[src/rtl/mmu_pkg.sv]
// mmu_pkg: types and constants shared by the TLB, CP0 and the pipeline.
//
// Contents:
//   - tlb_page_t / tlb_entry_t : one TLB entry (VPN2 pair mapping two 4 KB pages)
//   - tlb_exc_t                : per-port translation exception flags
//   - tlb_type_t               : decoded TLB instruction strobe from CP0
//   - mmu_resp_t               : TLBP/TLBR result latched by CP0
//   - xlate_t                  : one port's translation result
//   - segment decode constants, CCA_CACHED
//   - helpers converting between EntryLo layout and stored pages, and the
//     per-port translation rule (segment decode + exception priority)
package mmu_pkg;

    // Segment decode on vaddr[31:29].
    localparam logic [2:0]  SEG_KSEG0     = 3'b100;
    localparam logic [2:0]  SEG_KSEG1     = 3'b101;
    localparam logic [31:0] UNMAPPED_MASK = 32'h1FFF_FFFF;

    // Cache coherency attribute meaning "cacheable"; anything else bypasses.
    localparam logic [2:0]  CCA_CACHED    = 3'd3;

    // Miss answer for TLBP: probe-failure bit set, index bits zero.
    localparam logic [31:0] PROBE_MISS    = 32'h8000_0000;

    typedef struct packed {
        logic [19:0] pfn;
        logic [2:0]  c;
        logic        d;
        logic        v;
    } tlb_page_t;

    typedef struct packed {
        logic [18:0] vpn2;
        logic [7:0]  asid;
        logic        g;
        tlb_page_t   p0;
        tlb_page_t   p1;
    } tlb_entry_t;

    typedef struct packed {
        logic refill;
        logic invalid;
        logic modified;
    } tlb_exc_t;

    typedef enum logic [2:0] {
        TLB_NONE = 3'd0,
        TLBP     = 3'd1,
        TLBR     = 3'd2,
        TLBWI    = 3'd3,
        TLBWR    = 3'd4
    } tlb_type_t;

    typedef struct packed {
        logic [31:0] index;
        logic [31:0] entry_hi;
        logic [31:0] entry_lo0;
        logic [31:0] entry_lo1;
    } mmu_resp_t;

    typedef struct packed {
        logic [31:0] paddr;
        logic        uncached;
        tlb_exc_t    exc;
    } xlate_t;

    // EntryLo[25:1] -> stored page (pfn, c, d, v). G is handled per entry.
    function automatic tlb_page_t lo_to_page(input logic [24:0] lo_bits);
        tlb_page_t p;
        p.pfn = lo_bits[24:5];
        p.c   = lo_bits[4:2];
        p.d   = lo_bits[1];
        p.v   = lo_bits[0];
        return p;
    endfunction

    // Stored page + entry G -> EntryLo image as CP0 expects it on TLBR.
    function automatic logic [31:0] page_to_lo(input tlb_page_t p, input logic g);
        return {6'b0, p.pfn, p.c, p.d, p.v, g};
    endfunction

    // One port's translation: unmapped segments bypass the TLB and never
    // raise exceptions; mapped addresses raise at most one flag with
    // priority refill > invalid > modified.
    function automatic xlate_t translate(input logic [31:0] vaddr,
                                         input logic [2:0]  k0,
                                         input logic        hit,
                                         input tlb_page_t   page,
                                         input logic        store);
        xlate_t r;
        r = '0;
        if (vaddr[31:29] == SEG_KSEG0) begin
            r.paddr    = vaddr & UNMAPPED_MASK;
            r.uncached = (k0 != CCA_CACHED);
        end else if (vaddr[31:29] == SEG_KSEG1) begin
            r.paddr    = vaddr & UNMAPPED_MASK;
            r.uncached = 1'b1;
        end else begin
            r.paddr    = {page.pfn, vaddr[11:0]};
            r.uncached = (page.c != CCA_CACHED);
            if (!hit) begin
                r.exc.refill = 1'b1;
            end else if (!page.v) begin
                r.exc.invalid = 1'b1;
            end else if (store && !page.d) begin
                r.exc.modified = 1'b1;
            end
        end
        return r;
    endfunction

endpackage

[src/rtl/tlb_lookup.sv]
// tlb_lookup: purely combinational associative matcher over the TLB array.
//
// Ports:
//   vpn2    in  19        virtual page-pair number to match
//   asid    in  8         current address-space id (ignored for global entries)
//   odd     in  1         selects the odd page (vaddr[12]) of the matching pair
//   entries in  ENTRIES x tlb_entry_t  the whole TLB contents
//   hit     out 1         at least one entry matched
//   idx     out IDX_W     index of the matching entry (lowest index wins)
//   page    out tlb_page_t  selected page of the matching entry, zero on miss
module tlb_lookup
    import mmu_pkg::*;
#(
    parameter int ENTRIES = 16,
    parameter int IDX_W   = $clog2(ENTRIES)
) (
    input  logic [18:0]      vpn2,
    input  logic [7:0]       asid,
    input  logic             odd,
    input  tlb_entry_t       entries [ENTRIES],
    output logic             hit,
    output logic [IDX_W-1:0] idx,
    output tlb_page_t        page
);

    // Scan from the top down so that the last assignment made is the
    // lowest matching index, which gives lowest-index priority on
    // multiple hits without a separate priority encoder.
    always_comb begin
        hit  = 1'b0;
        idx  = '0;
        page = '0;
        for (int i = ENTRIES - 1; i >= 0; i--) begin
            if ((entries[i].vpn2 == vpn2) &&
                (entries[i].g || (entries[i].asid == asid))) begin
                hit  = 1'b1;
                idx  = IDX_W'(i);
                page = odd ? entries[i].p1 : entries[i].p0;
            end
        end
    end

endmodule

[src/rtl/tlb.sv]
// tlb: joint MIPS TLB downstream of CP0.
//
// Translates fetch (i_*) and data (d_*) virtual addresses, executes the
// TLBP/TLBR/TLBWI/TLBWR commands decoded by CP0, and owns the Random counter.
//
// Ports:
//   clk, reset                 clock, synchronous active-high reset
//   i_req, i_vaddr             fetch translation request / virtual address
//   d_req, d_vaddr, d_write    data translation request / address / store
//   i_paddr, i_uncached        fetch result, registered, held between requests
//   d_paddr, d_uncached        data result, registered, held between requests
//   i_tlb_exc, d_tlb_exc       {refill, invalid, modified} per port
//   tlb_type                   one-cycle TLB command strobe
//   entry_hi, entry_lo0/1      CP0 EntryHi / EntryLo0 / EntryLo1
//   index                      CP0 Index (low IDX_W bits select the entry)
//   wired, wired_we            CP0 Wired value and its write strobe
//   k0                         Config0.K0 (kseg0 cacheability)
//   mmu_resp, mmu_resp_valid   TLBP/TLBR result and its one-cycle pulse
//   random                     Random register, zero-extended
//
// Handshake: there is no backpressure anywhere. i_req/d_req are sampled on
// every rising edge; a request present in cycle N updates that port's
// outputs at the edge ending cycle N. tlb_type is a single-cycle strobe;
// TLBP/TLBR in cycle N raise mmu_resp_valid for exactly cycle N+1 and CP0
// must latch mmu_resp then. mmu_resp keeps its old value otherwise.
module tlb
    import mmu_pkg::*;
#(
    parameter int ENTRIES = 16,
    parameter int IDX_W   = $clog2(ENTRIES)
) (
    input  logic        clk,
    input  logic        reset,

    input  logic        i_req,
    input  logic [31:0] i_vaddr,
    input  logic        d_req,
    input  logic [31:0] d_vaddr,
    input  logic        d_write,

    output logic [31:0] i_paddr,
    output logic        i_uncached,
    output tlb_exc_t    i_tlb_exc,
    output logic [31:0] d_paddr,
    output logic        d_uncached,
    output tlb_exc_t    d_tlb_exc,

    input  tlb_type_t   tlb_type,
    input  logic [31:0] entry_hi,
    input  logic [31:0] entry_lo0,
    input  logic [31:0] entry_lo1,
    input  logic [31:0] index,
    input  logic [31:0] wired,
    input  logic        wired_we,
    input  logic [2:0]  k0,

    output mmu_resp_t   mmu_resp,
    output logic        mmu_resp_valid,
    output logic [31:0] random
);

    localparam logic [IDX_W-1:0] RAND_TOP = IDX_W'(ENTRIES - 1);

    tlb_entry_t       tlb_q [ENTRIES];
    logic [IDX_W-1:0] random_q;
    logic [IDX_W-1:0] random_d;
    logic [IDX_W-1:0] wired_idx;
    logic [IDX_W-1:0] cmd_idx;

    assign wired_idx = wired[IDX_W-1:0];
    assign cmd_idx   = index[IDX_W-1:0];

    // ------------------------------------------------------------------
    // Matchers: fetch, data and probe each get their own copy so all three
    // can be resolved in the same cycle.
    // ------------------------------------------------------------------
    logic             i_hit, d_hit, p_hit;
    logic [IDX_W-1:0] i_idx_unused, d_idx_unused, p_idx;
    tlb_page_t        i_page, d_page, p_page_unused;

    tlb_lookup #(.ENTRIES(ENTRIES), .IDX_W(IDX_W)) u_lookup_i (
        .vpn2    (i_vaddr[31:13]),
        .asid    (entry_hi[7:0]),
        .odd     (i_vaddr[12]),
        .entries (tlb_q),
        .hit     (i_hit),
        .idx     (i_idx_unused),
        .page    (i_page)
    );

    tlb_lookup #(.ENTRIES(ENTRIES), .IDX_W(IDX_W)) u_lookup_d (
        .vpn2    (d_vaddr[31:13]),
        .asid    (entry_hi[7:0]),
        .odd     (d_vaddr[12]),
        .entries (tlb_q),
        .hit     (d_hit),
        .idx     (d_idx_unused),
        .page    (d_page)
    );

    // TLBP only needs hit/index; the page half is irrelevant.
    tlb_lookup #(.ENTRIES(ENTRIES), .IDX_W(IDX_W)) u_lookup_p (
        .vpn2    (entry_hi[31:13]),
        .asid    (entry_hi[7:0]),
        .odd     (1'b0),
        .entries (tlb_q),
        .hit     (p_hit),
        .idx     (p_idx),
        .page    (p_page_unused)
    );

    // ------------------------------------------------------------------
    // Translation result registers
    // ------------------------------------------------------------------
    xlate_t i_x, d_x;

    assign i_x = translate(i_vaddr, k0, i_hit, i_page, 1'b0);
    assign d_x = translate(d_vaddr, k0, d_hit, d_page, d_write);

    always_ff @(posedge clk) begin
        if (reset) begin
            i_paddr    <= '0;
            i_uncached <= 1'b0;
            i_tlb_exc  <= '0;
        end else if (i_req) begin
            i_paddr    <= i_x.paddr;
            i_uncached <= i_x.uncached;
            i_tlb_exc  <= i_x.exc;
        end
    end

    always_ff @(posedge clk) begin
        if (reset) begin
            d_paddr    <= '0;
            d_uncached <= 1'b0;
            d_tlb_exc  <= '0;
        end else if (d_req) begin
            d_paddr    <= d_x.paddr;
            d_uncached <= d_x.uncached;
            d_tlb_exc  <= d_x.exc;
        end
    end

    // ------------------------------------------------------------------
    // Random counter: counts down through the non-wired slots. When Wired
    // covers every slot but the top one, the counter parks at the top.
    // ------------------------------------------------------------------
    always_comb begin
        random_d = random_q - IDX_W'(1);
        if (wired_we || (wired_idx == RAND_TOP) || (random_q <= wired_idx)) begin
            random_d = RAND_TOP;
        end
    end

    always_ff @(posedge clk) begin
        if (reset) begin
            random_q <= RAND_TOP;
        end else begin
            random_q <= random_d;
        end
    end

    assign random = {{(32 - IDX_W){1'b0}}, random_q};

    // ------------------------------------------------------------------
    // Entry writes (TLBWI / TLBWR). Both take effect at the edge ending the
    // command cycle, so same-cycle lookups still see the old entry.
    // ------------------------------------------------------------------
    logic             wr_en;
    logic [IDX_W-1:0] wr_idx;
    tlb_entry_t       wr_entry;

    always_comb begin
        wr_en         = (tlb_type == TLBWI) || (tlb_type == TLBWR);
        wr_idx        = (tlb_type == TLBWR) ? random_q : cmd_idx;
        wr_entry      = '0;
        wr_entry.vpn2 = entry_hi[31:13];
        wr_entry.asid = entry_hi[7:0];
        // An entry is global only if both halves say so.
        wr_entry.g    = entry_lo0[0] & entry_lo1[0];
        wr_entry.p0   = lo_to_page(entry_lo0[25:1]);
        wr_entry.p1   = lo_to_page(entry_lo1[25:1]);
    end

    always_ff @(posedge clk) begin
        if (reset) begin
            for (int i = 0; i < ENTRIES; i++) begin
                tlb_q[i] <= '0;
            end
        end else if (wr_en) begin
            tlb_q[wr_idx] <= wr_entry;
        end
    end

    // ------------------------------------------------------------------
    // TLBP / TLBR response. TLBP refreshes only the index field and TLBR
    // only the entry fields, mirroring which CP0 registers each one loads.
    // ------------------------------------------------------------------
    tlb_entry_t rd_entry;

    assign rd_entry = tlb_q[cmd_idx];

    always_ff @(posedge clk) begin
        if (reset) begin
            mmu_resp       <= '0;
            mmu_resp_valid <= 1'b0;
        end else begin
            mmu_resp_valid <= (tlb_type == TLBP) || (tlb_type == TLBR);
            if (tlb_type == TLBP) begin
                mmu_resp.index <= p_hit ? 32'(p_idx) : PROBE_MISS;
            end
            if (tlb_type == TLBR) begin
                mmu_resp.entry_hi  <= {rd_entry.vpn2, 5'b0, rd_entry.asid};
                mmu_resp.entry_lo0 <= page_to_lo(rd_entry.p0, rd_entry.g);
                mmu_resp.entry_lo1 <= page_to_lo(rd_entry.p1, rd_entry.g);
            end
        end
    end

    // CP0 register fields this block has no use for.
    logic unused_inputs;
    assign unused_inputs = ^{entry_hi[12:8], entry_lo0[31:26], entry_lo1[31:26],
                             index[31:IDX_W], wired[31:IDX_W]};

endmodule

[config.mk]
export PLATFORM = sky130hd
export DESIGN_NAME = tlb
export DESIGN_NICKNAME = d
export VERILOG_FILES = /design/src/rtl/mmu_pkg.sv /design/src/rtl/tlb_lookup.sv /design/src/rtl/tlb.sv
export SDC_FILE = /design/constraint.sdc
export NUM_CORES = 2
export LEC_CHECK = 0
export CAP_MARGIN = 20
export CORE_UTILIZATION = 41
export DETAILED_ROUTE_END_ITERATION = 7
export DONT_BUFFER_PORTS = 1
export GPL_TIMING_DRIVEN = 1
export PLACE_DENSITY = 0.52
export SLEW_MARGIN = 20
export SYNTH_ARGS = -nofsm -noshare
export SYNTH_HDL_FRONTEND = slang
export SYNTH_SLANG_ARGS = --single-unit
[constraint.sdc]
create_clock -name clk -period 3.4 [get_ports clk]
set_input_delay 0.17 -clock clk [delete_from_list [all_inputs] [get_ports clk]]
set_output_delay 0.17 -clock clk [all_outputs]
set_load 0.02 [all_outputs]
==> results.md <==
- The largest total area in the synthesized netlist belongs to dfxtp_1.
- The count of yosys warnings during synthesis is 0.
- The relative area change from synthesis to final layout is 28.41%.
- The critical path endpoint category is a flop.
- The number of enable flip-flop cells after synthesis is 0.
- The floorplan has 168 rows.
- CTS saw between 1000 and 1500 sinks.
- In this run the most critical hold path is launched from index[2].
- Data on the critical path is required at its endpoint by 4.19 ns.
- Buffers inserted during clock tree synthesis total 170.
- The power per standard cell area is approximately 360 mW/mm^2.
- The die is around 460 um tall.
- The tree is rooted in a clkbuf_16.
- Once the floorplan was initialized, standard cells occupied approximately 41% of the core.
- The maximum clock path buffer count is 3.
- After layout, the worst setup slack is -0.02046 ns.
- By count the netlist is led by nand2_1, a21oi_1, dfxtp_1.
- Summed over all nets, wire length on met3 after detailed routing comes to between 80000 and 90000 um.
- For this run, the post-layout net count is around 12000.
- The total length of routed wires is about 500000 um.
- The number of stages on the worst hold path is 3.
- The post-route minimum period is ~3.4 ns.
- The most repeated cell in the gate-level netlist after synthesis is nand2_1.
- Wire segments on met2 add up to ~190000 um in the final route.
- In this run the critical register-to-register path is launched from tlb_q[208]$_SDFFE_PP0P_.
- The average wire length per cell after detail routing is approximately 34 um.
- For this run, asynchronously set or reset flops after synthesis account for 0%.
- After synthesis the netlist holds a flip-flop and latch count of 1407.
- The initial antenna violation count is between 70 and 80.
- The HPWL after detailed placement is 287800 um.
- Clock skew on the completed layout was measured at roughly 0.066 ns.
- The floorplan step defined a die boundary enclosing 0.2139 mm^2.
- Pin placement for this block handled 469 I/O pins.
- The path type of the worst min-delay path is in -> reg.
- For the worst-skew pair, the clock arrives at the later sink with an insertion delay of a little under 0.9 ns.
- IR analysis of the VDD net gives a maximum drop of ~0.54 mV.
- Data on the critical path arrives at its endpoint at roughly 4.2 ns.
- The standby leakage power is approximately 43 nW.
- The iteration-0 DRC count of the detailed router is approximately 17000.
- The total non-filler cell area in the finished layout is ~0.11 mm^2.
- The number of optimization iterations in the first detailed-route pass is 7.
- The count of pins over their slew limit was between 400 and 500.
- Setup repair after global routing left no endpoint under its margin.
- The placer's final routability congestion estimate is 1.013.
- The instance area at placement is 0.09075 mm^2.
- The largest fanout on the critical path is 6.
- The vias per cell is 6.483.
- Of the available clock period, the critical path in the final layout requires 100.6%.
- Setup violations remaining at the end of the flow were counted as 2.
- The number of fill cells is 19490.
- The met1 routed wirelength after detailed routing is ~180000 um.
- The cell depth of the worst flop-to-flop path is 11.
- The clock tree from TritonCTS is done.
- The endpoint of the most critical register-to-register path is d_tlb_exc[0]$_SDFFE_PP0P_.
- The count of endpoints failing hold in the final timing report is 0.
- The element type at the critical path start is a flop.
- The number of design rule violations left after detail routing is 0.
- The run finished, with violations left.
- The sink of the worst hold path is mmu_resp[47]$_SDFFE_PP0P_.
- In this run the top signal layer used is met5.
- The setup slack of the most critical reg-to-reg path is -0.02 ns.
- The finished layout holds between 10000 and 15000 standard cells, fillers aside.
- Yosys attributes the largest share of cell area to dfxtp_1, nand2_1, mux4_2.
- The horizontal die dimension is between 400 and 500 um.
- The number of cells in the design after placement is between 10000 and 15000.
- The all-layer global routing usage is 44.09%.
- In this run the remaining antenna-violating nets after routing total 0.
- The worst-case hold slack is approximately 0.017 ns.
- The area of the core is roughly 0.21 mm^2.
- The leftover overflow at the end of global routing is 0.
- The average cell area after synthesis is ~8.2 um^2.
- Synthesis instantiated 92 different standard cells from the library.
- In this run the cell area of the synthesized design comes to 0.08694 mm^2.
- Clock-pin slew was measured on the worst setup and hold paths at 0.06 ns.
- The timing-limited maximum frequency is between 200 and 300 MHz.
- The final reports fail on slew limit, setup timing.
- Across the run, the number of max-cap violations was 0.
- CTS built an H-tree with a depth of 4.
- For this block, the via count after detailed routing is 94830.
- The prevailing post-synth register cell is dfxtp_1.
- The first global-routing pass estimated just under 700000 um of wire.
- The maximum number of pins on one net before global-route repair is 1200.
- The critical path is of the reg -> reg type.
- The worst-margin pin slew is approximately 2 ns.
- The share of synthesized area occupied by flip-flops and latches is about a third.
- The fraction of synthesized cell area taken by the top area cell type is between 30% and 40%.
- The fraction of layout cells with a size suffix above 1 is between 10% and 20%.
- The via count of the first global-routing pass came to 88510.
- The worst slew slack as a fraction of its limit is -32.97%.
- Port buffering added 0 buffers.
- Synthesis produced ~11000 cells.
[report_power, final]
group / switching, mW / internal [mW]
registers: 0.277 / 16.6
logic: 2.02 / 1.53
clock network: 8.46 / 11.4
[layout make-up]
cell class	count	area, um^2	area share, %
well taps	2805	3510	3.144
multi-input cells	8138	54430	48.76
flip-flops and latches	1407	28170	25.24
inverters	27	101.3	0.09079
repair buffers	1886	19290	17.28
clock buffers	233	4842	4.338
diodes	53	132.6	0.1188
clock inverters	78	1155	1.035
[flip-flops by register name, summed over array words and instances, names as in the netlist]
register / cells
mmu_resp: 83
d_tlb_exc: 3
d_uncached: 1
i_tlb_exc: 2
random_q: 4
tlb_q: 1248
i_paddr: 32
d_paddr: 32
mmu_resp_valid: 1
i_uncached: 1
[kinds of logic (layout without fill, tap and decap cells)]
group / Yosys count / after routing / synth area share (%)
flip-flops: 1407 / 1407 / 32.40
AND/OR/NAND/NOR: 3742 / 3742 / 18.09
XOR/XNOR: 1042 / 1042 / 10.50
AO/OA/AOI/OAI: 2139 / 2139 / 14.18
adder cells (fa/ha/maj): 5 / 5 / 0.07196
buffers and inverters: 1167 / 2224 / 5.750
multiplexers: 1137 / 1137 / 19.01
other: 1 / 126 / 0.004314
[layout by cell type, fill, tap and decap left out, types with 73 or more instances in the layout]
cell           count
nand2_1         2819
a21oi_1         1491
dfxtp_1         1403
dlygate4sd3_1   1387
mux2i_1          537
xnor2_1          527
xor2_1           515
mux4_2           390
buf_4            376
nor2_1           221
mux2_2           210
clkbuf_16        172
nor4_1           152
nand4_1          145
o21ai_0          143
buf_12           107
nor3_1            85
nand3_1           79
conb_1            73
[repair_timing]
action / CTS / global route
hold endpoints to repair: 1407 / 46
resized for setup: 1 / 28
hold buffers: 1411 / 2
setup buffers: 0 / 1
setup endpoints to repair: 6 / 281
pin swaps: 0 / 3
cloned: 0 / 1
[how the worst max path moves through the flow]
stage,start,end,cells after the start,slack (ns)
after detailed placement,tlb_q[621]$_SDFFE_PP0P_,d_paddr[19]$_SDFFE_PP0P_,13,-0.06
final,tlb_q[208]$_SDFFE_PP0P_,d_tlb_exc[0]$_SDFFE_PP0P_,11,-0.02
after global placement,tlb_q[621]$_SDFFE_PP0P_,d_paddr[19]$_SDFFE_PP0P_,13,0.02
after CTS,tlb_q[613]$_SDFFE_PP0P_,d_tlb_exc[0]$_SDFFE_PP0P_,12,0.03
after floorplan,entry_hi[0],i_paddr[29]$_SDFFE_PP0P_,13,0.76
after global routing,tlb_q[999]$_SDFFE_PP0P_,i_uncached$_SDFFE_PP0P_,11,0.007
[layer usage]
layer | track usage [%] | vias to the layer above
met3 | 19.49 | 2032
met4 | 28.10 | 39
met1 | 55.93 | 46220
met2 | 60.07 | 7766
met5 | 1.381 | -
li1 | - | 38780
[per-stage QoR]
step	worst slack [ns]	total power, mW	utilization, %	setup TNS, ns
after detailed placement	-0.05863	19.31	43.17	-0.08130
after CTS	0.03174	39.82	52.88	0
after global placement	0.01628	19.28	43.15	0
after global routing	0.006580	41.07	53.06	0
after floorplan	0.7608	19.86	-	0
final	-0.02046	40.38	53.11	-0.03855
[worst max-delay path: stages, from the launching register on]
cell,delay (ns)
dfxtp_1,0.33
xor2_1,0.14
nor4_1,0.43
a41o_1,0.38
buf_4,0.19
nand3_1,0.41
o21ai_0,0.41
o21ai_0,0.24
a221o_2,0.47
nand3_1,0.14
buf_4,0.13
a211oi_2,0.05
No activity file was read; power rests on OpenSTA's default activity.
